<file path="config.mk">
export PLATFORM = sky130hd
export DESIGN_NAME = load_store_ctrl
export DESIGN_NICKNAME = d
export VERILOG_FILES = /design/src/rtl/load_store_ctrl.sv
export SDC_FILE = /design/constraint.sdc
export NUM_CORES = 1
export LEC_CHECK = 0
export CELL_PAD_IN_SITES_DETAIL_PLACEMENT = 1
export CELL_PAD_IN_SITES_GLOBAL_PLACEMENT = 1
export CORE_AREA = 2 2 132 134
export CTS_CLUSTER_SIZE = 30
export DETAILED_ROUTE_END_ITERATION = 6
export DIE_AREA = 0 0 134 136
export GPL_ROUTABILITY_DRIVEN = 0
export PLACE_DENSITY = 0.83
export SLEW_MARGIN = 20
export SYNTH_ARGS = -nofsm -noshare
export SYNTH_HDL_FRONTEND = slang
export SYNTH_SLANG_ARGS = --single-unit
</file>
<file path="constraint.sdc">
create_clock -name clk -period 2.35 [get_ports clk]
set_input_delay 0.47 -clock clk [delete_from_list [all_inputs] [get_ports clk]]
set_output_delay 0.47 -clock clk [all_outputs]
set_load 0.01 [all_outputs]
</file>
<file path="src/rtl/load_store_ctrl.sv">
// load_store_ctrl: sequences one load/store from MEM onto a req/ack data-memory port.
// Latency: fault 1 cycle; ack at ACCESS cycle k gives done at k+1 (min 2); timeout TIMEOUT+1.
// Backpressure: busy stalls the pipeline until done; start is ignored outside IDLE.
// Ports: clk/reset (sync, active-high); start/is_store/funct3/addr/wdata request;
//   mem_req/mem_we/mem_addr/mem_be/mem_wdata/mem_ack/mem_rdata memory handshake;
//   busy/done/rdata_out/misaligned/timeout_err pipeline status and result.
module load_store_ctrl #(
  parameter int TIMEOUT = 255
) (
  input  logic        clk,
  input  logic        reset,
  input  logic        start,
  input  logic        is_store,
  input  logic [2:0]  funct3,
  input  logic [31:0] addr,
  input  logic [31:0] wdata,
  output logic        mem_req,
  output logic        mem_we,
  output logic [31:0] mem_addr,
  output logic [3:0]  mem_be,
  output logic [31:0] mem_wdata,
  input  logic        mem_ack,
  input  logic [31:0] mem_rdata,
  output logic        busy,
  output logic        done,
  output logic [31:0] rdata_out,
  output logic        misaligned,
  output logic        timeout_err
);

  localparam int CW = $clog2(TIMEOUT + 1);
  // The counter is compared one short of TIMEOUT so the abort lands on the
  // same edge that would make it reach TIMEOUT.
  localparam logic [CW-1:0] LAST_WAIT = CW'(TIMEOUT - 1);

  typedef enum logic [1:0] {
    IDLE   = 2'd0,
    ACCESS = 2'd1,
    DONE   = 2'd2
  } state_t;

  state_t          state_q, state_d;
  logic [CW-1:0]   wait_cnt;
  logic            is_store_q;
  logic [2:0]      funct3_q;
  logic [1:0]      off_q;

  logic            fault;
  logic            expire;
  logic [3:0]      be_new;
  logic [31:0]     wdata_new;
  logic [31:0]     rd_shift;
  logic [31:0]     rd_ext;

  // Request checks use the live inputs since they are only acted on in IDLE.
  always_comb begin
    fault = 1'b0;
    if (funct3 == 3'b011 || funct3[2:1] == 2'b11) fault = 1'b1;
    if (is_store && funct3[2])                    fault = 1'b1;
    if (funct3[1:0] == 2'b01 && addr[0])          fault = 1'b1;
    if (funct3[1:0] == 2'b10 && addr[1:0] != 2'b00) fault = 1'b1;
  end

  // Lane enables and replicated store data; replication lets the memory pick
  // the active lanes without any shifting on its side.
  always_comb begin
    be_new    = 4'b1111;
    wdata_new = wdata;
    case (funct3[1:0])
      2'b00: begin
        be_new    = 4'b0001 << addr[1:0];
        wdata_new = {4{wdata[7:0]}};
      end
      2'b01: begin
        be_new    = 4'b0011 << addr[1:0];
        wdata_new = {2{wdata[15:0]}};
      end
      default: begin
        be_new    = 4'b1111;
        wdata_new = wdata;
      end
    endcase
  end

  // Load alignment and extension from the latched request.
  always_comb begin
    rd_shift = mem_rdata >> {off_q, 3'b000};
    case (funct3_q)
      3'b000:  rd_ext = {{24{rd_shift[7]}}, rd_shift[7:0]};
      3'b001:  rd_ext = {{16{rd_shift[15]}}, rd_shift[15:0]};
      3'b100:  rd_ext = {24'd0, rd_shift[7:0]};
      3'b101:  rd_ext = {16'd0, rd_shift[15:0]};
      default: rd_ext = rd_shift;
    endcase
  end

  // An ack in the last allowed cycle wins over the timeout.
  assign expire = (wait_cnt == LAST_WAIT) && !mem_ack;

  always_comb begin
    state_d = state_q;
    case (state_q)
      IDLE:    if (start) state_d = fault ? DONE : ACCESS;
      ACCESS:  if (mem_ack || expire) state_d = DONE;
      DONE:    state_d = IDLE;
      default: state_d = IDLE;
    endcase
  end

  always_ff @(posedge clk) begin
    if (reset) state_q <= IDLE;
    else       state_q <= state_d;
  end

  always_ff @(posedge clk) begin
    if (reset) begin
      wait_cnt    <= '0;
      is_store_q  <= 1'b0;
      funct3_q    <= 3'b000;
      off_q       <= 2'b00;
      mem_req     <= 1'b0;
      mem_we      <= 1'b0;
      mem_addr    <= 32'd0;
      mem_be      <= 4'd0;
      mem_wdata   <= 32'd0;
      busy        <= 1'b0;
      done        <= 1'b0;
      rdata_out   <= 32'd0;
      misaligned  <= 1'b0;
      timeout_err <= 1'b0;
    end else begin
      busy        <= (state_d != IDLE);
      done        <= (state_d == DONE);
      misaligned  <= 1'b0;
      timeout_err <= 1'b0;
      case (state_q)
        IDLE: begin
          if (start) begin
            is_store_q <= is_store;
            funct3_q   <= funct3;
            off_q      <= addr[1:0];
            wait_cnt   <= '0;
            if (fault) begin
              misaligned <= 1'b1;
            end else begin
              mem_req   <= 1'b1;
              mem_we    <= is_store;
              mem_addr  <= {addr[31:2], 2'b00};
              mem_be    <= be_new;
              mem_wdata <= wdata_new;
            end
          end
        end
        ACCESS: begin
          if (mem_ack || expire) begin
            mem_req   <= 1'b0;
            mem_we    <= 1'b0;
            mem_addr  <= 32'd0;
            mem_be    <= 4'd0;
            mem_wdata <= 32'd0;
            if (mem_ack) begin
              if (!is_store_q) rdata_out <= rd_ext;
            end else begin
              timeout_err <= 1'b1;
              rdata_out   <= 32'd0;
            end
          end else begin
            wait_cnt <= wait_cnt + CW'(1);
          end
        end
        default: ;
      endcase
    end
  end

endmodule

</file>
==> results of run 1 <==
==> per-stage QoR <==
stage               std cells  hold WS (ns)
finish                    914        0.4614
global route              914        0.4844
CTS                       914        0.4665
detailed placement        884        0.4500
global placement          884        0.4475
floorplan                 464        0.4312
==> power by group <==
part	leakage [nW]	internal (mW)	switching, mW
Combinational	1.69	0.451	0.365
Sequential	0.974	2.12	0.0529
Clock	0.285	1.70	0.912
Total	2.94	4.27	1.33
==> layout make-up <==
cell class | instances | area share (%)
Timing Repair Buffer | 235 | 29.15
Clock inverter | 9 | 1.572
Clock buffer | 21 | 5.785
Multi-Input combinational cell | 301 | 29.63
Tap cell | 225 | 3.537
Sequential cell | 120 | 30.18
Inverter | 3 | 0.1415
==> cells in the mapped netlist, types with 7 or more instances <==
cell | instances | area (µm²)
a21oi_1 | 30 | 150.1
a221o_1 | 10 | 100.1
a221o_2 | 7 | 78.83
a22o_1 | 49 | 429.2
buf_2 | 15 | 75.07
clkbuf_1 | 18 | 67.56
dfxtp_1 | 120 | 2402
mux2_2 | 10 | 112.6
mux2i_1 | 37 | 370.4
nand2_1 | 27 | 101.4
nand2b_1 | 10 | 62.56
nor2_1 | 17 | 63.81
o21ai_0 | 7 | 35.03
o2bb2ai_1 | 36 | 315.3
==> sequential cells by signal, summed over array words and instances (netlist names) <==
name	cells
done	1
wait_cnt	8
mem_req	1
mem_be	4
funct3_q	3
rdata_out	32
off_q	2
state_q	2
mem_we	1
is_store_q	1
busy	1
mem_addr	30
misaligned	1
timeout_err	1
mem_wdata	32
==> routing by layer <==
metal  up-vias  track usage [%]
met5         -                0
met2       150            31.68
met1      2231            21.11
li1       2188                -
met3        15            7.606
met4         0            6.147
==> cell families (layout without fill, tap and decap cells) <==
| group | count (synthesis) | after routing | share of synthesized area, % |
|---|---|---|---|
| compound gates | 166 | 166 | 27.62 |
| flops | 120 | 120 | 48.66 |
| simple gates | 82 | 82 | 8.591 |
| mux | 48 | 48 | 10.24 |
| buf+inv | 43 | 268 | 4.130 |
| fa+ha+maj | 2 | 2 | 0.5068 |
| other cells | 1 | 2 | 0.07595 |
| xor+xnor | 1 | 1 | 0.1774 |
==> path summary, 6_finish.rpt <==
path / cells after the start / slack [ns] / endpoint
max reg2reg: 8 / 0.32 / mem_addr[4]
max: 8 / 0.32 / mem_addr[4]
min reg2reg: 1 / 0.46 / rdata_out[1]
min: 1 / 0.46 / rdata_out[1]
==> layout by cell type (no fill, tap or decap), types with 3 or more instances in the layout <==
cell             count
a221o_1             10
clkdlybuf4s50_1    207
nor2_1              17
o21ai_0              7
nand2_1             27
dfxtp_1            120
a21oi_1             29
clkinv_2             4
nor3b_1              3
buf_12               3
nand2b_1            10
o21bai_1             6
nand3_1              3
o31ai_1              3
clkbuf_16           17
mux2_2              10
inv_1                3
a32o_1               4
a221o_2              7
o2bb2ai_1           36
or3_1                3
nor2b_1              3
buf_4               25
mux2i_1             37
bufinv_16            3
a22o_1              49
==> metrics.txt, run 1 <==
status finished clean; worst vdd ir ~0.00049 V; synthesized area per cell between 10 and 15 µm²; post-DP HPWL 12.19 mm; warnings from Yosys 0; multi-input logic area ~2400 µm²; IO Count 210; Worst-path clk slew 0.05 ns; Buf+Inv Stages, Crit Path 3; CP endpoint kind flop; Mapped Area about 5000 µm²; ys flop type dfxtp_1; synth unique cells 53; die height ~140 µm; Worst setup startpoint wait_cnt[0]; die area between 15000 and 20000 µm²; clk sink count between 100 and 150; Placement Cell Area ~7400 µm²; RSZ-0062 raised after global routing no; # H-tree levels 4; CP cell instances inv_1 -> ha_1 -> nand3_1 -> buf_4 -> o21bai_1 -> a221oi_4 -> buf_12 -> a22o_1; Lkg Pwr 2.944 nW; Fillers about 1800; diode count 0; Fmax a little under 500 MHz; Yosys reg bits 120; Worst-Skew Late Latency ~0.41 ns; Final Cell Area 7959 µm²; Layout Nets 784; clk buf depth 2; relative slew slack roughly 60%; CP arrival approximately 2.4 ns; M1 WL a little under 7 mm; Tot Pwr ~5.6 mW; hold buffer count at CTS 0; chip width around 130 µm; core area 16880 µm²; endpoints failing setup 0; Routed WL 16.69 mm; CP Max Fanout 53; critical path type flop to flop; initial core utilization just under 30%; Cell Pwr Density between 700 and 800 nW/µm²; antenna violations before repair 0; port bufs between 200 and 250; largest net degree at the start of global routing 54; post-cts gate resize count 0; Synth Instances around 460; Placement Rows 48; Worst Skew 0.005329 ns; Top delay family on crit path compound AO/OA/AOI/OAI gates; Hold Path Class flop to flop; Setup WS pre-CTS -0.1795 ns; antenna-violating nets left 0; required time of the worst setup path between 2 and 3 ns; Largest stage delay, worst path a little under 0.4 ns; WL met2 between 8 and 9 mm; routed vias/inst 5.015; global-route usage over all layers a little under a fifth; startpoint types flop; sequential area share after synthesis 48.66%; fin util a little under half; worst hold start rdata_out[1]; Post-synth ARST share 0%; fin crit share between 80% and 90%; pins over their slew limit 0; number of buffers created by CTS 17; Reg-to-Reg Start wait_cnt[0]; iteration-0 DRC count of the detailed router 162; Final WS setup roughly 0.32 ns; EDFF count, synth 0; worst-margin pin slew about 0.6 ns; Max-Cap Viols 0; count of final hold-check violations 0; Max Used Layer met4; wire per inst ~18 µm; WL met3 between 1 and 1.5 mm; DRC 0; DR vias around 4600; Layout area overhead 61.20%; post-CTS setup buffer count 0; setup_tns 0 ns; layout cells sized above 1 12.34%; drt pass-1 iters 4; Clock Tree Root clkbuf_16; slowest CP cell a221oi_4; Storage cell area 2402 µm²; TritonCTS clock tree done; first-pass GRT wire length 26.59 mm; vias in the first global route between 4000 and 5000; Tmin final about 2.0 ns; grt total ovfl 0
Note: power is estimated with default switching activity, not from simulation.
==> run 2, diff against run 1 <==
Settings changed: SLEW_MARGIN 20 to unset.
==> results of run 2 <==
Final layout, timing and power as in run 1 (identical DEF).
==> run 3, diff against run 2 <==
Settings changed: CORE_AREA 2 2 132 134 to 2 2 128 130, DIE_AREA 0 0 134 136 to 0 0 130 132, PLACE_DENSITY 0.83 to 0.87.
==> metrics.txt, run 3 (synthesis results as in run 1) <==
worst hold start rdata_out[9] (was rdata_out[1]); number of buffers created by CTS 17 (unchanged); TritonCTS clock tree done (unchanged); CP arrival 2.40 ns (was 2.39 ns); Routed WL 17.18 mm (was 16.69 mm); grt total ovfl 0 (unchanged); most frequent cells in the layout clkdlybuf4s50_1 (207), dfxtp_1 (120), a22o_1 (49) (unchanged); Reg2Reg Setup Slack 0.30 ns (was 0.32 ns); die area 17160 µm² (was 18220 µm²); clk sink count 120 (unchanged); antenna violations before repair 0 (unchanged); clk buf depth 2 (unchanged); Worst Skew 0.009694 ns (was 0.005329 ns); status finished clean (unchanged); biggest regs mem_wdata x32, rdata_out x32, mem_addr x30 (unchanged); CP cell instances nor2b_1 -> a2bb2oi_1 -> a2111oi_4 -> buf_12 -> a221o_1 (was inv_1 -> ha_1 -> nand3_1 -> buf_4 -> o21bai_1 -> a221oi_4 -> buf_12 -> a22o_1); DR vias 4610 (was 4584); critical path type flop to flop (unchanged); relative slew slack 59.91% (was 59.83%); count of final hold-check violations 0 (unchanged); routed vias/inst 5.088 (was 5.015); initial core utilization 31.42% (was 29.26%); largest net degree at the start of global routing 68 (was 54); Hold Crit Endpoint rdata_out[9] (was rdata_out[1]); post-CTS setup buffer count 0 (unchanged); Reg-to-Reg Start off_q[1] (was wait_cnt[0]); Placement Rows 46 (was 48); chip width 130 µm (was 134 µm); setup_tns 0 ns (unchanged); Tmin final 2.052 ns (was 2.034 ns); wire per inst 18.96 µm (was 18.26 µm); Layout Nets 783 (was 784); RSZ-0062 raised after global routing no (unchanged); Clock Tree Root clkbuf_16 (unchanged); Fmax 487.3 MHz (was 491.7 MHz); first-pass GRT wire length 27.52 mm (was 26.59 mm); core area 15710 µm² (was 16880 µm²); worst vdd ir 0.0004848 V (was 0.0004899 V); Layout area overhead 61.56% (was 61.20%); Hold Path Class flop to flop (unchanged); fin crit share 87.33% (was 86.54%); diode count 0 (unchanged); Worst-Skew Late Latency 0.41 ns (about the same); startpoint types flop (unchanged); Cell Pwr Density 717.1 nW/µm² (was 703.8 nW/µm²); vias in the first global route 5105 (was 4992); Lkg Pwr 2.947 nW (was 2.944 nW); slowest CP cell nor2b_1 (was a221oi_4); pins over their slew limit 0 (unchanged); CP endpoint kind flop (unchanged); drt pass-1 iters 4 (unchanged); # H-tree levels 4 (unchanged); reg2reg end rdata_out[21] (was mem_addr[4]); post-DP HPWL 12.55 mm (was 12.19 mm); iteration-0 DRC count of the detailed router 194 (was 162); die height 132 µm (was 136 µm); worst-margin pin slew 0.6000 ns (was 0.6012 ns); IO Count 210 (unchanged); antenna-violating nets left 0 (unchanged); endpoints failing setup 0 (unchanged); commonest non-fill, non-tap cell in the layout clkdlybuf4s50_1 (unchanged); Worst Hold Path Cells 1 (unchanged); required time of the worst setup path 2.70 ns (was 2.71 ns); CP Max Fanout 16 (was 53); Max-Cap Viols 0 (unchanged); DRC 0 (unchanged); layout cells sized above 1 12.75% (was 12.34%); worst reg-to-reg path cell count 5 (was 8); port bufs 207 (unchanged); Worst-path clk slew 0.06 ns (was 0.05 ns); hold_ws 0.4655 ns (was 0.4614 ns); global-route usage over all layers 20.42% (was 18.57%); Largest stage delay, worst path 0.52 ns (was 0.39 ns)
run 3: metal layers:
| layer | GRT usage (%) | share of wire, % |
|---|---|---|
| met1 | 22.47 | 40 |
| met2 | 35.89 | 51 |
| met3 | 7.873 | 7.4 |
| met4 | 6.392 | 1.4 |
| met5 | 0 | 0 |
run 3: worst max-delay path by stage:
| stage | from | endpoint | slack (ns) | cells after the start |
|---|---|---|---|---|
| after CTS | wait_cnt[0] | rdata_out[4] | 0.07 | 8 |
| after detailed placement | mem_ack | rdata_out[4] | -0.18 | 7 |
| after floorplan | addr[0] | mem_wdata[14] | 0.53 | 6 |
| after global routing | off_q[1] | rdata_out[18] | 0.17 | 5 |
| final | off_q[1] | rdata_out[21] | 0.30 | 5 |
| after global placement | mem_ack | rdata_out[6] | -0.06 | 7 |
run 3: area by class of cell:
type | count | area [µm²]
Multi-Input combinational cell | 301 | 2359
Timing Repair Buffer | 234 | 2312
Sequential cell | 120 | 2402
Clock inverter | 13 | 168.9
Tap cell | 216 | 270.3
Inverter | 3 | 11.26
Fill cell | 1682 | 7736
Clock buffer | 19 | 452.9
run 3: worst max-delay path, delay by kind of cell, from the launching register on:
family / cells / cell delay (ns)
AOI/OAI and AO/OA: 3 / 0.81
DFF: 1 / 0.46
buffers and inverters: 1 / 0.19
and+or+nand+nor: 1 / 0.52
run 3: what timing repair did:
action | in CTS | in global routing
resized for setup | 0 | 1
hold buffers | 0 | 0
setup endpoints to repair | 0 | 11
run 3: report_power, final:
part	internal [mW]	switching (mW)	leakage, nW
clock	1.73	0.997	0.293
combinational	0.450	0.365	1.68
sequential	2.12	0.0566	0.974
total	4.30	1.42	2.95
run 3: per-stage QoR:
step,instance area (µm²),cells,worst slack (ns),utilization (%),total power [mW]
after detailed placement,7347,874,-0.1781,46.76,3.026
after CTS,7969,906,0.06532,50.72,5.778
after global placement,7347,874,-0.06076,46.76,2.993
final,7976,906,0.2978,50.76,5.720
after global routing,7976,906,0.1721,50.76,5.952
after floorplan,4941,464,0.5261,-,2.562
